File: config.mk
export PLATFORM = sky130hd
export DESIGN_NAME = float_act_pipe
export DESIGN_NICKNAME = d
export VERILOG_FILES = /design/src/rtl/float_act_pipe_pkg.sv /design/src/rtl/float_act_lane.sv /design/src/rtl/float_act_pipe.sv
export SDC_FILE = /design/constraint.sdc
export NUM_CORES = 1
export LEC_CHECK = 0
export BUFFER_PORTS_ARGS = -buffer_cell sky130_fd_sc_hd__buf_2
export CAP_MARGIN = 40
export CORE_AREA = 5 5 262 264
export CTS_BUF_LIST = sky130_fd_sc_hd__clkbuf_16
export DETAILED_ROUTE_END_ITERATION = 12
export DIE_AREA = 0 0 267 269
export GPL_TIMING_DRIVEN = 0
export HOLD_SLACK_MARGIN = 0.08
export PLACE_DENSITY = 0.4
export SYNTH_ARGS = -nofsm -noshare
export SYNTH_HDL_FRONTEND = slang
export SYNTH_SLANG_ARGS = --single-unit
File: constraint.sdc
create_clock -name clk -period 25.2 [get_ports clk]
set_input_delay 5.04 -clock clk [delete_from_list [all_inputs] [get_ports clk]]
set_output_delay 5.04 -clock clk [all_outputs]
set_load 0.005 [all_outputs]
File: src/rtl/float_act_pipe_pkg.sv
// Shared float/activation definitions for the float_act_pipe slice.
// Provides the default float field widths and the 2-bit activation mode codes.
package float_act_pipe_pkg;

  localparam int unsigned FLOAT_EXP_WIDTH  = 8;
  localparam int unsigned FLOAT_MANT_WIDTH = 23;

  typedef enum logic [1:0] {
    FLOAT_ACT_PASS  = 2'd0,
    FLOAT_ACT_RELU  = 2'd1,
    FLOAT_ACT_LEAKY = 2'd2,
    FLOAT_ACT_CLAMP = 2'd3
  } act_mode_e;

  function automatic int unsigned float_width(input int unsigned ew, input int unsigned mw);
    return 1 + ew + mw;
  endfunction

endpackage

File: src/rtl/float_act_lane.sv
// Combinational activation for one float word.
// Ports:
//   x         in  float word {sign, exponent, mantissa}
//   mode      in  activation mode (act_mode_e encoding)
//   shift     in  leaky slope exponent, slope = 2^-shift
//   clamp_val in  non-negative upper bound for clamp mode
//   y         out activated word
module float_act_lane
  import float_act_pipe_pkg::*;
#(
  parameter int unsigned EXP_WIDTH   = FLOAT_EXP_WIDTH,
  parameter int unsigned MANT_WIDTH  = FLOAT_MANT_WIDTH,
  parameter int unsigned SHIFT_WIDTH = 3,
  localparam int unsigned FW = 1 + EXP_WIDTH + MANT_WIDTH
) (
  input  logic [FW-1:0]          x,
  input  logic [1:0]             mode,
  input  logic [SHIFT_WIDTH-1:0] shift,
  input  logic [FW-1:0]          clamp_val,
  output logic [FW-1:0]          y
);

  // Exponent and shift compared at a common width so any SHIFT_WIDTH works.
  localparam int unsigned CW = EXP_WIDTH + SHIFT_WIDTH;

  logic                  sgn;
  logic [EXP_WIDTH-1:0]  e;
  logic [MANT_WIDTH-1:0] m;
  logic [CW-1:0]         e_w;
  logic [CW-1:0]         sh_w;

  assign sgn  = x[FW-1];
  assign e    = x[FW-2 -: EXP_WIDTH];
  assign m    = x[MANT_WIDTH-1:0];
  assign e_w  = CW'(e);
  assign sh_w = CW'(shift);

  always_comb begin
    y = x;
    case (mode)
      FLOAT_ACT_PASS: y = x;
      FLOAT_ACT_RELU: begin
        if (sgn) y = '0;
      end
      FLOAT_ACT_LEAKY: begin
        // Negative finite values are scaled by decrementing the exponent;
        // anything that would become denormal or zero is flushed.
        if (sgn && (shift != '0) && (e != '1)) begin
          if (e_w > sh_w) y = {1'b1, EXP_WIDTH'(e_w - sh_w), m};
          else            y = '0;
        end
      end
      FLOAT_ACT_CLAMP: begin
        if (sgn)                                y = '0;
        else if (x[FW-2:0] > clamp_val[FW-2:0]) y = clamp_val;
      end
      default: y = x;
    endcase
  end

endmodule

File: src/rtl/float_act_pipe.sv
// Streaming multi-lane float activation unit with a 2-stage pipeline.
// Ports:
//   clk, rst   rising-edge clock, asynchronous active-high reset
//   mode/shift/clamp_val  per-beat configuration, captured with the beat
//   in_valid/in_ready/in_data     input stream, lane i at [i*FW +: FW]
//   out_valid/out_ready/out_data  output stream, same packing
//   count      output handshakes since reset, wrapping
module float_act_pipe
  import float_act_pipe_pkg::*;
#(
  parameter int unsigned EXP_WIDTH   = FLOAT_EXP_WIDTH,
  parameter int unsigned MANT_WIDTH  = FLOAT_MANT_WIDTH,
  parameter int unsigned LANES       = 4,
  parameter int unsigned SHIFT_WIDTH = 3,
  parameter int unsigned COUNT_WIDTH = 16,
  localparam int unsigned FW = 1 + EXP_WIDTH + MANT_WIDTH
) (
  input  logic                   clk,
  input  logic                   rst,
  input  logic [1:0]             mode,
  input  logic [SHIFT_WIDTH-1:0] shift,
  input  logic [FW-1:0]          clamp_val,
  input  logic                   in_valid,
  output logic                   in_ready,
  input  logic [LANES*FW-1:0]    in_data,
  output logic                   out_valid,
  input  logic                   out_ready,
  output logic [LANES*FW-1:0]    out_data,
  output logic [COUNT_WIDTH-1:0] count
);

  logic                   advance;
  logic                   s1_valid;
  logic [LANES*FW-1:0]    s1_data;
  logic [1:0]             s1_mode;
  logic [SHIFT_WIDTH-1:0] s1_shift;
  logic [FW-1:0]          s1_clamp;
  logic [LANES*FW-1:0]    lane_y;

  // Whole pipe moves together; an empty output slot always lets it move.
  assign advance  = !out_valid || out_ready;
  assign in_ready = advance;

  always_ff @(posedge clk or posedge rst) begin
    if (rst) begin
      s1_valid <= 1'b0;
      s1_data  <= '0;
      s1_mode  <= '0;
      s1_shift <= '0;
      s1_clamp <= '0;
    end else if (advance) begin
      s1_valid <= in_valid && in_ready;
      s1_data  <= in_data;
      s1_mode  <= mode;
      s1_shift <= shift;
      s1_clamp <= clamp_val;
    end
  end

  for (genvar i = 0; i < LANES; i++) begin : g_lane
    float_act_lane #(
      .EXP_WIDTH  (EXP_WIDTH),
      .MANT_WIDTH (MANT_WIDTH),
      .SHIFT_WIDTH(SHIFT_WIDTH)
    ) u_lane (
      .x        (s1_data[i*FW +: FW]),
      .mode     (s1_mode),
      .shift    (s1_shift),
      .clamp_val(s1_clamp),
      .y        (lane_y[i*FW +: FW])
    );
  end

  always_ff @(posedge clk or posedge rst) begin
    if (rst) begin
      out_valid <= 1'b0;
      out_data  <= '0;
    end else if (advance) begin
      out_valid <= s1_valid;
      out_data  <= lane_y;
    end
  end

  always_ff @(posedge clk or posedge rst) begin
    if (rst)                         count <= '0;
    else if (out_valid && out_ready) count <= count + 1'b1;
  end

endmodule

==> flow_metrics.env <==
export IMPL_status="completed"
export IMPL_synthCells=1978
export IMPL_setup_viol=0
export IMPL_ys_seq_area_share_pct=44.0
export IMPL_vias=16400
export IMPL_max_stage_delay_ps=670
export IMPL_clock_latency_ps=580
export IMPL_place_inst=3178
export IMPL_area_growth_pct=23.3
export IMPL_grt_pass1_vias=16600
export IMPL_die_w_um=267
export IMPL_clockBufferDepth=3
export IMPL_maxSlewViolCount=0
export IMPL_gr_total_overflow=0
export IMPL_yosysWarnings=0
export IMPL_rrSetupSlack_ps=20780
export IMPL_track_usage_pct=21.6
export IMPL_hold_class="reg2reg"
export IMPL_reg2reg_depth=11
export IMPL_hpwlAfterDp_um=61600
export IMPL_dp_slack_ps=12360
export IMPL_path_max_fanout=10
export IMPL_path_buf_inv=8
export IMPL_via_per_inst=5.04
export IMPL_path_depth=9
export IMPL_layout_worst_path_cycle_share_pct=51.0
export IMPL_cp_start_kind="input port"
export IMPL_layout_setup_ws_ps=12360
export IMPL_core_area_um2=66300
export IMPL_fin_area_um2=21800
export IMPL_dieArea_um2=71800
export IMPL_skew_ps=15.5
export IMPL_synthDistinctLibCells=76
export IMPL_drt_first_pass_iters=5
export IMPL_yosys_register_bits=311
export IMPL_path_cells="buf_2, nor2b_1, buf_2, clkinv_1, clkbuf_1, clkbuf_2, clkbuf_1, buf_8, buf_2"
export IMPL_max_clock_freq_ghz=0.0779
export IMPL_hold_viol=0
export IMPL_rsz0062_at_grt="false"
export IMPL_numCtsBuffers=41
export IMPL_slowest_stage="clkbuf_1"
export IMPL_postCtsSetupBuffers=0
export IMPL_fin_nets=2658
export IMPL_path_clk_slew_ps=50
export IMPL_p_per_area_nw_per_um2=86.0
export IMPL_final_layout_size_suffix_gt1_share_pct=21.0
export IMPL_postSynth_topFlopCell="dfrtp_1"
export IMPL_drt_wl_total_um=80000
export IMPL_worstMarginPinSlew_ps=862
export IMPL_ir_drop_mv=0.0367
export IMPL_fp_dieH_um=269
export IMPL_row_count=95
export IMPL_path_common_cell="buf_2"
export IMPL_cts_tree="yes"
export IMPL_end_kind="primary output"
export IMPL_drt_iter0_drc=1170
export IMPL_fill_cells=7137
export IMPL_wl_per_cell_um=24.6
export IMPL_cts_num_sinks=311
export IMPL_syn_area_um2=17700
export IMPL_holdPathStages=2
export IMPL_htreeDepth=2
export IMPL_layout_cells_non_filler=3249
export IMPL_synth_fp_nets=2288
export IMPL_synth_edff_count=0
export IMPL_ios=315
export IMPL_min_period_ps=12840
export IMPL_cts_resized=0
export IMPL_cp_arrival_ps=7800
export IMPL_max_cap_violations=0
export IMPL_mostFrequentLayoutCells="nand2_1, buf_2, dfrtp_1"
export IMPL_p_leak_nw=10.5
export IMPL_initial_utilization_pct=26.6
export IMPL_setup_tns_ps=0
export IMPL_port_buffers=314
export IMPL_ant_nets=0
export IMPL_syn_area_per_cell_um2=8.93
export IMPL_drc=0
export IMPL_final_common_cell="nand2_1"
export IMPL_grt_pass1_wl_um=115000
export IMPL_postCtsHoldBufs=0
export IMPL_grt_max_degree=114
export IMPL_crit_required_ps=20160
export IMPL_post_dp_cell_area_um2=20500
export IMPL_critical_path_class="in2out"
export IMPL_gp_congestion=0.879
export IMPL_slew_headroom_pct=42.5
export IMPL_final_core_util_pct=32.9
export IMPL_antenna_found_initial=0
export IMPL_clockRootBuffer="clkbuf_16"
export IMPL_critical_path_top_delay_family="buffers and inverters"
export IMPL_async_flop_share_pct=100
[synth_stat cells (all sizes together) (24+ instances only)]
master  number  area [µm²]
o22ai       24         156
mux2        36         405
buf         34         233
a221oi      37         443
nand3       39         195
o21ai      124         621
ha         137        1710
nor2       133         499
clkbuf      77         289
inv         84         315
a21oi       83         415
dfrtp      311        7780
nor3        64         325
o311ai      26         228
nand4       35         219
nand2      511        1920
[sequential cells by signal, indices dropped and copies added (netlist names)]
name       count
count         16
out_data     128
out_valid      1
s1_clamp      32
s1_data      128
s1_mode        2
s1_shift       3
s1_valid       1
[power breakdown]
part | leakage, nW | switching, mW | internal (mW) | total, mW
logic | 6.02 | 0.369 | 0.239 | 0.609
clock network | 0.642 | 0.241 | 0.325 | 0.566
registers | 3.82 | 0.104 | 0.595 | 0.699
[final timing paths]
path,from,end
worst max-delay path,out_ready,in_ready
worst min-delay path,s1_valid,s1_valid
worst max register to register,s1_clamp[26],out_data[102]
worst min register to register,s1_valid,s1_valid
max in group asynchronous,rst,out_data[17]
min in group asynchronous,rst,out_data[94]
[cells by family (layout without fill, tap and decap cells)]
kind of cell	after synthesis	in the layout	synth area share, %
compound gates	434	434	17.5
xor+xnor	20	20	0.991
fa+ha+maj	141	141	10.2
buf+inv	196	593	4.76
flops	311	311	44.0
mux	41	41	2.58
other cells	0	1	0
simple gates	835	835	20.0
[worst min-delay path: cells and delay by family (launching register included)]
family / cells / cell delay [ps]
simple gates: 2 / 90
flops: 1 / 330
[metal layers]
layer  global-route usage [%]  vias to the layer above  wire (µm)
li1                         -                     7759          -
met1                     29.5                     8034      35900
met2                     35.6                      474      37500
met3                     3.65                      104       4270
met4                     5.69                        0       2230
met5                        0                        -          0
[cell type report]
type | instances | area (µm²) | share of cell area, %
Clock buffer | 41 | 1030 | 4.71
Inverter | 85 | 327 | 1.50
Clock inverter | 29 | 228 | 1.04
Tap cell | 873 | 1090 | 5.01
Multi-Input combinational cell | 1471 | 9050 | 41.5
Buffer | 111 | 523 | 2.40
Antenna cell | 1 | 2.50 | 0.0115
Timing Repair Buffer | 327 | 1770 | 8.10
Sequential cell | 311 | 7780 | 35.7
[stage by stage]
stage,power (mW),hold WS [ps]
global placement,1.31,446
detailed placement,1.32,447
floorplan,1.03,430
finish,1.87,456
CTS,1.90,460
global route,1.99,476
Power figures use the tool's default switching activity.
